==> config.mk <==
export PLATFORM = sky130hd
export DESIGN_NAME = rr_mux_arbiter
export DESIGN_NICKNAME = d
export VERILOG_FILES = /design/src/rtl/rr_mux_arbiter_pkg.sv /design/src/rtl/rr_mux_arbiter_pick.sv /design/src/rtl/rr_mux_arbiter.sv
export SDC_FILE = /design/constraint.sdc
export NUM_CORES = 1
export LEC_CHECK = 0
export BUFFER_PORTS_ARGS = -buffer_cell sky130_fd_sc_hd__buf_2
export CORE_MARGIN = 4
export CORE_UTILIZATION = 39
export CTS_CLUSTER_DIAMETER = 30
export CTS_CLUSTER_SIZE = 10
export DETAILED_ROUTE_END_ITERATION = 7
export GPL_TIMING_DRIVEN = 0
export PLACE_DENSITY = 0.72
export SLEW_MARGIN = 20
export SYNTH_ARGS = -nofsm -noshare
export SYNTH_HDL_FRONTEND = slang
export SYNTH_HIERARCHICAL = 1
export SYNTH_SLANG_ARGS = --single-unit
==> constraint.sdc <==
create_clock -name clk -period 2.35 [get_ports clk]
set_input_delay 0.1175 -clock clk [delete_from_list [all_inputs] [get_ports clk]]
set_output_delay 0.1175 -clock clk [all_outputs]
set_load 0.02 [all_outputs]
==> src/rtl/rr_mux_arbiter_pkg.sv <==
// Shared constants and helpers for the round-robin mux arbiter.
package rr_mux_arb_pkg;

  localparam int unsigned DEF_N_REQ = 4;
  localparam int unsigned DEF_W     = 8;

  // Wrapped increment of a round-robin pointer; explicit compare keeps non-power-of-2 counts correct.
  function automatic int unsigned rr_next(input int unsigned ptr, input int unsigned n);
    if (ptr == n - 32'd1) begin
      return 32'd0;
    end
    return ptr + 32'd1;
  endfunction

endpackage

==> src/rtl/rr_mux_arbiter_pick.sv <==
// Round-robin winner search: first set request at or after the start pointer, wrapping.
module rr_pick
  import rr_mux_arb_pkg::*;
#(
  parameter  int unsigned N_REQ = DEF_N_REQ,
  localparam int unsigned IW    = $clog2(N_REQ)
) (
  input  logic [N_REQ-1:0] i_req,
  input  logic [IW-1:0]    i_start,
  output logic [IW-1:0]    o_winner,
  output logic             o_winner_valid
);

  logic [2*N_REQ-1:0] w_dbl;
  logic [N_REQ-1:0]   w_rot;
  logic [IW-1:0]      w_off;
  logic               w_found;
  logic [IW:0]        w_sum;

  // Rotate so bit 0 is the start index, priority-encode, then map the offset back to an index.
  always_comb begin
    w_dbl   = {i_req, i_req};
    w_rot   = w_dbl[i_start +: N_REQ];
    w_off   = '0;
    w_found = 1'b0;
    for (int k = int'(N_REQ) - 1; k >= 0; k--) begin
      if (w_rot[k]) begin
        w_off   = IW'(k);
        w_found = 1'b1;
      end
    end
    w_sum = {1'b0, i_start} + {1'b0, w_off};
    if (w_sum >= (IW+1)'(N_REQ)) begin
      w_sum = w_sum - (IW+1)'(N_REQ);
    end
  end

  assign o_winner       = w_sum[IW-1:0];
  assign o_winner_valid = w_found;

endmodule

==> src/rtl/rr_mux_arbiter.sv <==
// Round-robin arbiter sharing one data mux among requesters, with a registered output stage.
module rr_mux_arbiter
  import rr_mux_arb_pkg::*;
#(
  parameter  int unsigned N_REQ = DEF_N_REQ,
  parameter  int unsigned W     = DEF_W,
  localparam int unsigned IW    = $clog2(N_REQ)
) (
  input  logic                      clk,
  input  logic                      rst,
  input  logic [N_REQ-1:0]          req_valid,
  input  logic [N_REQ-1:0][W-1:0]   req_data,
  output logic [N_REQ-1:0]          req_ready,
  output logic                      out_valid,
  output logic [W-1:0]              out_data,
  output logic [IW-1:0]             out_src,
  input  logic                      out_ready
);

  logic [IW-1:0] r_rr_ptr;
  logic          r_out_valid;
  logic [W-1:0]  r_out_data;
  logic [IW-1:0] r_out_src;

  logic [IW-1:0] w_winner;
  logic          w_win_valid;
  logic          w_load;
  logic          w_xfer;
  logic [W-1:0]  w_mux;

  rr_pick #(.N_REQ(N_REQ)) u_pick (
    .i_req          (req_valid),
    .i_start        (r_rr_ptr),
    .o_winner       (w_winner),
    .o_winner_valid (w_win_valid)
  );

  // Load enable, one-hot grant (suppressed during reset) and the shared data mux.
  always_comb begin
    w_load    = !r_out_valid || out_ready;
    w_xfer    = w_load && w_win_valid && !rst;
    w_mux     = req_data[w_winner];
    req_ready = '0;
    if (w_xfer) begin
      req_ready[w_winner] = 1'b1;
    end
  end

  // Output register and round-robin pointer; everything holds while the consumer stalls.
  always_ff @(posedge clk) begin
    if (rst) begin
      r_out_valid <= 1'b0;
      r_out_data  <= '0;
      r_out_src   <= '0;
      r_rr_ptr    <= '0;
    end else if (w_load) begin
      if (w_win_valid) begin
        r_out_valid <= 1'b1;
        r_out_data  <= w_mux;
        r_out_src   <= w_winner;
        r_rr_ptr    <= IW'(rr_next(32'(w_winner), N_REQ));
      end else begin
        r_out_valid <= 1'b0;
      end
    end
  end

  assign out_valid = r_out_valid;
  assign out_data  = r_out_data;
  assign out_src   = r_out_src;

endmodule

==> results.md, run 1 <==
- Status: finished, violations left
- Failing checks: negative setup slack
- Post-layout util: 64.3%
- Max incr delay on CP: 0.36 ns
- Routed Antenna Nets: 0
- # IOs: 54
- DRC viols: 0
- Largest net degree at the start of global routing: 11
- Post-DR wirelength/cell: 15.3 um
- Cell area after layout: 1460 um^2
- Sequential-to-total area share from yosys stat: 27.4%
- Crit share post-route: 103%
- Layout Area Growth over Synthesis: 53.8%
- DR vias: 1,058
- Max-cap violations: 0
- Count of unique library cells instantiated by Yosys: 30
- Initial core utilization: 41.8%
- CTS Sinks: 13
- Slew @ Worst Pin: 0.467 ns
- CTS tree: yes
- Die width: 57.4 um
- Tot Pwr: 1900 uW
- Crit path time final: 2.43 ns
- Cell count after synthesis: 102
- Clock Latency Late Sink: 0.28 ns
- Hold path endpoint: out_data[1]$_SDFFE_PP0P_
- Arrival time at the worst endpoint: 2.31 ns
- Relative slew slack: 68.6%
- DR vias/cell: 5.51
- Mapped Nets: 146
- H-tree depth: 1
- Fillers: 194
- Via count of the first global-routing pass: 1,141
- Finish-stage setup viols: 5
- Bufs and invs on worst path: 3
- Root buffer cell: clkbuf_4
- Num CTS Buffers: 3
- Synth Register Bits: 13
- Clock skew: 0.00751 ns
- GPL Wtd Cong: 0.756
- Slowest CP cell: dfxtp_4
- Max clock buf depth: 2
- Critical Path RT: 2.23 ns
- Core area: 2280 um^2
- First-pass GRT wire length: 4710 um
- CP dominant cell by count: ha_4
- Leak: 0.000655 uW
- Yosys warns: 6
- Pins Over Slew Limit: 0
- Layout cells sized above 1: 56.1%
- Die Area: 3290 um^2
- Fmax: 411 MHz
- Hold crit path type: in -> reg
- Antenna Diode Count: 0
- Row cnt: 17
- Worst setup EP type: primary output
- Grt total ovfl: 0
- Hold Vio Cnt, Final: 0
- Register area: 264 um^2
- Reg-to-reg slack, setup: -0.07 ns
- Post-synthesis cell area: 951 um^2
- WS Path Type: reg -> out
- HP Start: rst
- All-Layer GR Usage: 18.1%
- Pre-antenna DRT Iters: 3
- Avg Cell Area, Syn: 9.32 um^2
- Clk pin slew, worst setup/hold paths: 0.08 ns
- Hold path cells: 2
- Unrepaired setup endpoints after global routing: true
- Worst setup margin: -0.0808 ns
- Initial antenna violation count: 0
- Port Buffers: 53
- Critical Path Source Type: flop
- DP HPWL: 2080 um
- Reg-to-Reg End: r_rr_ptr[0]$_SDFFE_PP0P_
- DRT Wirelength: 2940 um
- Worst VDD drop: 1120 uV
- Worst r2r src: r_rr_ptr[1]$_SDFFE_PP0P_
- Critical path's top delay family: compound AO/OA/AOI/OAI gates
- Critical path fanouts, max: 5
- Dpl cell area: 1250 um^2
- Drt initial violations: 5
- Cell Pwr Density: 1300 nW/um^2
- Die height: 57.4 um
- Multi-input logic area: 751 um^2
- CP Cell Sequence: nand2b_4, a21oi_2, o22ai_1, o21a_1, ha_4, xnor2_4, xnor2_2, buf_4, inv_4, ha_4, and2_4, buf_6
- Post-CTS Hold Fix Bufs: 0
- Nets: 209
- Worst Reg2Reg Path Length in Cells: 11
layer usage:
layer / vias to the layer above / part of all wire, % / track usage [%] / wire length, um
li1: 508 / - / - / -
met2: 47 / 53 / 34.0 / 1560
met3: 9 / 7.1 / 3.17 / 210
met5: - / 0 / 0 / 0
met4: 0 / 3.1 / 10.6 / 91
met1: 494 / 37 / 18.2 / 1080
through the flow:
stage / TNS [ns] / hold slack [ns] / std cells / setup WS, ns
4_1_cts: -0.170 / 0.0419 / 191 / -0.0621
3_3_place_gp: -0.350 / 0.349 / 183 / -0.0697
3_5_place_dp: -0.952 / 0.348 / 183 / -0.131
6_report: -0.223 / 0.0444 / 192 / -0.0808
2_1_floorplan: 0 / 0.187 / 102 / 0.166
5_1_grt: -1.43 / 0.0560 / 192 / -0.179
synthesized netlist by cell type, drive strengths merged:
cell     count  area share [%]
and2         4             2.6
clkbuf       4             1.6
nor2         1            0.39
o311ai       1             1.7
a2bb2oi      1            0.92
mux2         1             1.6
o21a         1            0.79
nor2b        3             2.0
o21ai       12             6.3
ha           5             6.6
inv          4             1.6
xnor2        2             1.8
o211ai       2             2.1
or4          2             1.6
and2b        1            0.79
dfxtp       13              27
mux4         8              19
buf          3             2.1
nand3       12             6.8
o22ai        1            0.66
nor3         2             1.1
nand2b       3             2.0
nand2        1            0.39
a21oi       15             7.9
how the worst max path moves through the flow:
stage                                     endpoint  slack (ns)                startpoint  cells past startpoint
after floorplan           r_rr_ptr[1]$_SDFFE_PP0P_        0.17  r_rr_ptr[1]$_SDFFE_PP0P_                     12
after global placement                req_ready[0]       -0.07  r_rr_ptr[1]$_SDFFE_PP0P_                     12
after detailed placement  r_rr_ptr[1]$_SDFFE_PP0P_       -0.13  r_rr_ptr[1]$_SDFFE_PP0P_                     12
after CTS                             req_ready[1]       -0.06  r_rr_ptr[1]$_SDFFE_PP0P_                     12
after global routing      r_rr_ptr[0]$_SDFFE_PP0P_       -0.18  r_rr_ptr[1]$_SDFFE_PP0P_                     11
final                                 req_ready[1]       -0.08  r_rr_ptr[1]$_SDFFE_PP0P_                     12
layout make-up:
| class | count | share of cell area, % |
|---|---|---|
| Multi-Input combinational cell | 78 | 51.3 |
| Timing Repair Buffer | 58 | 22.4 |
| Sequential cell | 13 | 18.0 |
| Buffer | 7 | 2.82 |
| Tap cell | 28 | 2.40 |
| Clock buffer | 4 | 1.80 |
| Inverter | 4 | 1.20 |
kinds of logic after synthesis:
logic type / synth area share, %
AND/OR/NAND/NOR: 17.6
buffers and inverters: 5.26
XOR/XNOR: 1.84
flip-flops: 27.4
multiplexers: 20.9
AO/OA/AOI/OAI: 20.4
adder cells (fa/ha/maj): 6.58
layout by cell type (no fill, tap or decap), types with 2 or more instances in the layout:
cell type	instances
buf_2	49
buf_4	6
buf_6	4
nor3_1	2
a21oi_2	2
nand2b_1	2
mux4_2	7
ha_4	4
dfxtp_1	12
clkbuf_1	5
inv_1	2
nor2b_1	3
or4_1	2
o21ai_0	12
clkbuf_4	3
a21oi_1	13
nand3_1	11
and2_4	4
repair_timing:
item                                    CTS  global route
gates resized for setup                  27             7
pin swaps                                 6             6
buffers inserted                          4             1
endpoints found under the setup margin   13            14
registers in the layout (all words and copies together), names as in the netlist:
signal and flops:
out_data 8, out_src 2, out_valid 1, r_rr_ptr 2
power by group:
part	switching, uW	internal, uW	total, uW	leakage, uW
clock	76.6	66.0	143	0.0000150
combinational	654	742	1400	0.000531
sequential	53.5	304	358	0.000108
total	784	1110	1900	0.000655
Note: power is estimated with default switching activity, not from simulation.
==> inputs of run 2 (changes only) <==
--- a/config.mk
+++ b/config.mk
@@ -5,14 +5,14 @@
 export SDC_FILE = /design/constraint.sdc
 export NUM_CORES = 1
 export LEC_CHECK = 0
-export BUFFER_PORTS_ARGS = -buffer_cell sky130_fd_sc_hd__buf_2
 export CORE_MARGIN = 4
-export CORE_UTILIZATION = 39
+export CORE_UTILIZATION = 40
 export CTS_CLUSTER_DIAMETER = 30
 export CTS_CLUSTER_SIZE = 10
 export DETAILED_ROUTE_END_ITERATION = 7
+export DONT_BUFFER_PORTS = 1
 export GPL_TIMING_DRIVEN = 0
-export PLACE_DENSITY = 0.72
+export PLACE_DENSITY = 0.53
 export SLEW_MARGIN = 20
 export SYNTH_ARGS = -nofsm -noshare
 export SYNTH_HDL_FRONTEND = slang
==> results.md, run 2 (synthesis gave the netlist of run 1 again) <==
- Status: finished, violations left (unchanged)
- Failing checks: negative setup slack (unchanged)
- H-tree depth: 1 (unchanged)
- Cell Pwr Density: 1490 nW/um^2 (was 1300 nW/um^2)
- Clock share of power: 7.8% (was 7.5%)
- Bufs and invs on worst path: 1 (was 3)
- Sw frac: 42.0% (was 41.4%)
- Reg-to-reg slack, setup: -0.10 ns (was -0.07 ns)
- WS Path Type: reg -> reg (was reg -> out)
- Routed Antenna Nets: 0 (unchanged)
- Hold path endpoint: out_data[0]$_SDFFE_PP0P_ (was out_data[1]$_SDFFE_PP0P_)
- Die height: 56.8 um (was 57.4 um)
- Leak: 0.000441 uW (was 0.000655 uW)
- Core area: 2230 um^2 (was 2280 um^2)
- # IOs: 54 (unchanged)
- Worst hold slack: 0.154 ns (was 0.0444 ns)
- Initial core utilization: 42.6% (was 41.8%)
- Via count of the first global-routing pass: 908 (was 1,141)
- Worst setup EP type: flop (was primary output)
- Pre-antenna DRT Iters: 4 (was 3)
- Reg power frac: 25.5% (was 18.9%)
- Die width: 56.8 um (was 57.4 um)
- Cells after DPL: 130 (was 183)
- Post-route insts no fill: 140 (was 192)
- Layout cells sized above 1: 36.6% (was 56.1%)
- Hold path cells: 3 (was 2)
- Clock skew: 0.00224 ns (was 0.00751 ns)
- Die Area: 3220 um^2 (was 3290 um^2)
- Max clock buf depth: 2 (unchanged)
- Worst r2r src: r_rr_ptr[1]$_SDFFE_PP0P_ (unchanged)
- DRC viols: 0 (unchanged)
- Crit path time final: 2.45 ns (was 2.43 ns)
- Clk pin slew, worst setup/hold paths: 0.08 ns (about the same)
- Slew @ Worst Pin: 0.495 ns (was 0.467 ns)
- Gate power share: 66.7% (was 73.6%)
- Max incr delay on CP: 0.48 ns (was 0.36 ns)
- Critical Path RT: 2.55 ns (was 2.23 ns)
- Num CTS Buffers: 3 (unchanged)
- Commonest non-fill, non-tap cell in the layout: a21oi_1 (was buf_2)
- First-pass GRT wire length: 4040 um (was 4710 um)
- CP Cell Sequence: nand2b_4, a21oi_2, o22ai_1, o21a_1, ha_4, xnor2_2, xnor2_2, buf_4, ha_4, or4_1, a21oi_1 (was nand2b_4, a21oi_2, o22ai_1, o21a_1, ha_4, xnor2_4, xnor2_2, buf_4, inv_4, ha_4, and2_4, buf_6)
- Largest net degree at the start of global routing: 11 (unchanged)
- Grt total ovfl: 0 (unchanged)
- Reg-to-Reg End: r_rr_ptr[0]$_SDFFE_PP0P_ (unchanged)
- Critical path fanouts, max: 4 (was 5)
- CTS Sinks: 13 (unchanged)
- Max-cap violations: 0 (unchanged)
- DR vias: 856 (was 1,058)
- Max reg flops: 8 (unchanged)
- Fmax: 408 MHz (was 411 MHz)
- Slowest CP cell: or4_1 (was dfxtp_4)
- CTS tree: yes (unchanged)
- Post-DR wirelength/cell: 18.9 um (was 15.3 um)
- Critical Path Source Type: flop (unchanged)
- Drt initial violations: 28 (was 5)
- GPL Wtd Cong: 0.727 (was 0.756)
- Dpl cell area: 986 um^2 (was 1250 um^2)
- Commonest cells after routing, fill and taps aside: 14 x a21oi_1, 12 x o21ai_0, 12 x dfxtp_1 (was 49 x buf_2, 13 x a21oi_1, 12 x o21ai_0, 12 x dfxtp_1, 11 x nand3_1)
- Pins Over Slew Limit: 0 (unchanged)
- Relative slew slack: 67.0% (was 68.6%)
- Post-layout util: 53.3% (was 64.3%)
- Hold crit path type: in -> reg (unchanged)
- Row cnt: 17 (unchanged)
- Port Buffers: 0 (was 53)
- Worst VDD drop: 998 uV (was 1120 uV)
- Critical path's top delay family: simple AND/OR/NAND/NOR gates (was compound AO/OA/AOI/OAI gates)
- Psw: 744 uW (was 784 uW)
- Hold Vio Cnt, Final: 0 (unchanged)
- Crit share post-route: 104% (was 103%)
- DRT Wirelength: 2650 um (was 2940 um)
- All-Layer GR Usage: 15.8% (was 18.1%)
- Antenna Diode Count: 0 (unchanged)
- Clock Latency Late Sink: 0.28 ns (about the same)
- Layout Area Growth over Synthesis: 25.3% (was 53.8%)
- Initial antenna violation count: 0 (unchanged)
- Worst setup margin: -0.102 ns (was -0.0808 ns)
- DR vias/cell: 6.11 (was 5.51)
- Unrepaired setup endpoints after global routing: true (unchanged)
- DP HPWL: 1800 um (was 2080 um)
- Arrival time at the worst endpoint: 2.65 ns (was 2.31 ns)
- Pre-CTS setup slack: -0.157 ns (was -0.131 ns)
- Worst Reg2Reg Path Length in Cells: 11 (unchanged)
- Nets: 157 (was 209)
- Pint: 1030 uW (was 1110 uW)
- HP Start: out_ready (was rst)
- Root buffer cell: clkbuf_4 (unchanged)
- Cell area after layout: 1190 um^2 (was 1460 um^2)
- Finish-stage setup viols: 3 (was 5)
[run 2: worst max path at each step]
stage / startpoint / to / slack (ns) / depth (start not counted)
finish: r_rr_ptr[1]$_SDFFE_PP0P_ / r_rr_ptr[0]$_SDFFE_PP0P_ / -0.10 / 11
global placement: r_rr_ptr[1]$_SDFFE_PP0P_ / r_rr_ptr[1]$_SDFFE_PP0P_ / -0.14 / 12
detailed placement: r_rr_ptr[1]$_SDFFE_PP0P_ / r_rr_ptr[1]$_SDFFE_PP0P_ / -0.16 / 12
CTS: r_rr_ptr[1]$_SDFFE_PP0P_ / r_rr_ptr[0]$_SDFFE_PP0P_ / 0.007 / 11
floorplan: r_rr_ptr[1]$_SDFFE_PP0P_ / r_rr_ptr[1]$_SDFFE_PP0P_ / 0.17 / 12
global route: r_rr_ptr[1]$_SDFFE_PP0P_ / r_rr_ptr[0]$_SDFFE_PP0P_ / -0.17 / 11
[run 2: what timing repair did]
action / in CTS / in global routing
hold buffers: 1 / 0
setup endpoints to repair: 14 / 14
resized for setup: 10 / 22
pin swaps: 4 / 5
hold endpoints to repair: 3 / 0
setup buffers: 4 / 1
[run 2: power groups by stage]
stage	logic, uW	clock network, uW	registers (uW)
6_report	1180	139	451
5_1_grt	1290	159	463
4_1_cts	939	144	448
3_5_place_dp	835	0	455
3_3_place_gp	820	0	454
2_1_floorplan	715	0	432
[run 2: area by class of cell]
class                           count  area [um^2]
Multi-Input combinational cell     78          752
Buffer                              7         41.3
Tap cell                           28         35.0
Fill cell                         233         1040
Clock buffer                        4         26.3
Sequential cell                    13          264
Timing Repair Buffer                6         55.1
Inverter                            4         17.5
[run 2: per-stage QoR]
step	setup TNS [ns]	power, uW
after global routing	-0.922	1920
after floorplan	0	1150
after detailed placement	-1.01	1290
after CTS	0	1530
after global placement	-0.823	1270
final	-0.112	1770
[run 2: routing by layer]
metal | global-route usage [%] | share of wire [%] | vias up
met4 | 3.64 | 1.4 | 0
met2 | 25.4 | 50 | 50
met3 | 8.28 | 10 | 4
li1 | - | - | 401
met5 | 0 | 0 | -
met1 | 18.7 | 38 | 401
[run 2: worst reg2reg max path: cells and delay by family (launching register included)]
kind,cells,cell delay (ns)
adder cells (fa/ha/maj),2,0.32
XOR/XNOR,2,0.32
buffers and inverters,1,0.17
flip-flops,1,0.36
AND/OR/NAND/NOR,2,0.61
AO/OA/AOI/OAI,4,0.60
==> inputs of run 3 (changes only) <==
--- a/config.mk
+++ b/config.mk
@@ -16,5 +16,4 @@
 export SLEW_MARGIN = 20
 export SYNTH_ARGS = -nofsm -noshare
 export SYNTH_HDL_FRONTEND = slang
-export SYNTH_HIERARCHICAL = 1
 export SYNTH_SLANG_ARGS = --single-unit
==> results.md, run 3 <==
- Critical Path RT: 2.23 ns (was 2.55 ns)
- Post-DR wirelength/cell: 17.5 um (was 18.9 um)
- Bufs and invs on worst path: 2 (was 1)
- Layout cells sized above 1: 29.7% (was 36.6%)
- Synth Register Bits: 13 (unchanged)
- Leak: 0.000545 uW (was 0.000441 uW)
- Pre-antenna DRT Iters: 4 (unchanged)
- Antenna Diode Count: 0 (unchanged)
- Sequential-to-total area share from yosys stat: 21.2% (was 27.4%)
- Hold crit path type: in -> reg (unchanged)
- Worst hold slack: 0.0829 ns (was 0.154 ns)
- Failing checks: negative setup slack (unchanged)
- Drt initial violations: 63 (was 28)
- Commonest cells after routing, fill and taps aside: 18 x a21oi_1, 17 x nor3_1, 15 x mux2i_1 (was 14 x a21oi_1, 12 x o21ai_0, 12 x dfxtp_1)
- DR vias: 1,248 (was 856)
- Final TNS setup: -0.0591 ns (was -0.112 ns)
- Clock skew: 0.00585 ns (was 0.00224 ns)
- Routed Antenna Nets: 0 (unchanged)
- Post-synth EDFFs: 0 (unchanged)
- Tot Pwr: 2180 uW (was 1770 uW)
- Worst setup margin: -0.0590 ns (was -0.102 ns)
- Relative slew slack: 62.9% (was 67.0%)
- Nets: 214 (was 157)
- Clk pin slew, worst setup/hold paths: 0.09 ns (was 0.08 ns)
- DR vias/cell: 6.15 (was 6.11)
- Area share of the largest cell type after synthesis: 21.2% (was 27.4%)
- Post-synth ARST share: 0% (unchanged)
- All-Layer GR Usage: 16.7% (was 15.8%)
- Avg Cell Area, Syn: 7.69 um^2 (was 9.32 um^2)
- H-tree depth: 1 (unchanged)
- Critical path fanouts, max: 6 (was 4)
- Crit share post-route: 103% (was 104%)
- Max reg flops: 8 (unchanged)
- DRT Wirelength: 3550 um (was 2650 um)
- DP HPWL: 2530 um (was 1800 um)
- Core area: 2850 um^2 (was 2230 um^2)
- Worst setup EP type: primary output (was flop)
- Die width: 63.5 um (was 56.8 um)
- Post-route insts no fill: 203 (was 140)
- Num CTS Buffers: 3 (unchanged)
- Slew @ Worst Pin: 0.551 ns (was 0.495 ns)
- Count of unique library cells instantiated by Yosys: 27 (was 30)
- Pins Over Slew Limit: 0 (unchanged)
- Root buffer cell: clkbuf_4 (unchanged)
- Yosys warns: 0 (was 6)
- WS Path Type: reg -> out (was reg -> reg)
- Max incr delay on CP: 0.44 ns (was 0.48 ns)
- Cell Pwr Density: 1400 nW/um^2 (was 1490 nW/um^2)
- Crit path time final: 2.41 ns (was 2.45 ns)
- Cells after DPL: 191 (was 130)
- CP Cell Sequence: buf_6, buf_4, nor4_4, a21oi_1, o21ai_2, ha_4, xnor2_4, xnor2_4, nor4_4 (was nand2b_4, a21oi_2, o22ai_1, o21a_1, ha_4, xnor2_2, xnor2_2, buf_4, ha_4, or4_1, a21oi_1)
- Status: finished, violations left (unchanged)
- Row cnt: 19 (was 17)
- Count leader, synth: nor4_1 (was a21oi_1)
- Initial antenna violation count: 0 (unchanged)
- Commonest non-fill, non-tap cell in the layout: a21oi_1 (unchanged)
- Finish-stage setup viols: 2 (was 3)
- CTS Sinks: 13 (unchanged)
- DRC viols: 0 (unchanged)
- First-pass GRT wire length: 5390 um (was 4040 um)
- Fmax: 415 MHz (was 408 MHz)
- # IOs: 54 (unchanged)
- Via count of the first global-routing pass: 1,158 (was 908)
- Post-synthesis cell area: 1230 um^2 (was 951 um^2)
- Critical path's top delay family: simple AND/OR/NAND/NOR gates (unchanged)
- Primary FF master, synth: dfxtp_1 (unchanged)
- Die Area: 4030 um^2 (was 3220 um^2)
- Top post-synthesis cells by count: 19 x nor4_1, 18 x a21oi_1, 17 x mux2i_1, 17 x nor3_1, 14 x nor2_1 (was 15 x a21oi_1, 13 x dfxtp_1, 12 x o21ai_0)
- Largest cells by area after synthesis: dfxtp_1 21%, mux2i_1 14%, nor4_1 9.7% (was dfxtp_1 27%, mux4_2 17%, a21oi_1 7.9%)
- Grt total ovfl: 0 (unchanged)
- Post-CTS Hold Fix Bufs: 0 (was 1)
- Max-cap violations: 0 (unchanged)
- Unrepaired setup endpoints after global routing: true (unchanged)
- CTS tree: yes (unchanged)
- Critical Path Source Type: flop (unchanged)
- Worst VDD drop: 559 uV (was 998 uV)
- Cell count after synthesis: 160 (was 102)
- Hold Vio Cnt, Final: 0 (unchanged)
- Initial core utilization: 43.1% (was 42.6%)
- Port Buffers: 0 (unchanged)
- GPL Wtd Cong: 0.776 (was 0.727)
- Area leader, netlist: dfxtp_1 (unchanged)
- Post-layout util: 54.7% (was 53.3%)
- Layout Area Growth over Synthesis: 26.9% (was 25.3%)
- Mapped Nets: 201 (was 146)
- Largest net degree at the start of global routing: 11 (unchanged)
- Die height: 63.5 um (was 56.8 um)
- Arrival time at the worst endpoint: 2.29 ns (was 2.65 ns)
- Clock Latency Late Sink: 0.28 ns (about the same)
- Max clock buf depth: 2 (unchanged)
- Slowest CP cell: nor4_4 (was or4_1)
==> run 3: timing repair <==
action | CTS | global route
buffers inserted | 3 | 7
resized for setup | 16 | 13
pin swaps | 4 | 7
hold endpoints to repair | 0 | 0
endpoints found under the setup margin | 14 | 14
==> run 3: report_power, final <==
part | internal [uW] | switching, uW | total [uW]
sequential | 314 | 150 | 464
combinational | 732 | 842 | 1570
clock | 65.8 | 75.6 | 141
==> run 3: per-layer routing <==
metal  GRT usage (%)  up-vias  part of all wire (%)  routed length (um)
li1                -      627                     -                   -
met1            19.1      577                    41                1450
met2            30.2       42                    52                1860
met3            5.51        2                   6.2                 220
met4            2.70        0                  0.31                  11
met5               0        -                     0                   0
==> run 3: cell families (layout without fill, tap and decap cells) <==
group	count (synthesis)	in the layout	synth area share, %
compound gates	36	36	21.3
flops	13	13	21.2
simple gates	67	67	27.9
buf+inv	21	33	10.4
mux	17	17	13.8
xor+xnor	4	4	3.46
fa+ha+maj	2	2	2.03
==> run 3: metrics by stage <==
stage | instance area [um^2] | setup slack [ns]
2_1_floorplan | 1250 | 0.00586
3_3_place_gp | 1290 | -0.299
3_5_place_dp | 1290 | -0.295
4_1_cts | 1440 | -0.0500
5_1_grt | 1560 | -0.155
6_report | 1560 | -0.0590
==> run 3: cell type report <==
class	instances	area (um^2)
repair buffers	10	85.1
flip-flops and latches	13	264
fillers	283	1290
multi-input cells	126	1020
clock buffers	4	26.3
well taps	31	38.8
inverters	2	7.51
plain buffers	17	118
==> run 3: path summary, 6_finish.rpt <==
check / startpoint / to / slack [ns] / cells after the start
min reg2reg: out_data[4]$_SDFFE_PP0P_ / out_data[4]$_SDFFE_PP0P_ / 0.59 / 2
max: r_rr_ptr[0]$_SDFFE_PP0P_ / req_ready[2] / -0.06 / 9
min: req_valid[3] / out_valid$_SDFFE_PP0P_ / 0.08 / 2
max reg2reg: r_rr_ptr[0]$_SDFFE_PP0P_ / out_data[1]$_SDFFE_PP0P_ / 0.06 / 12
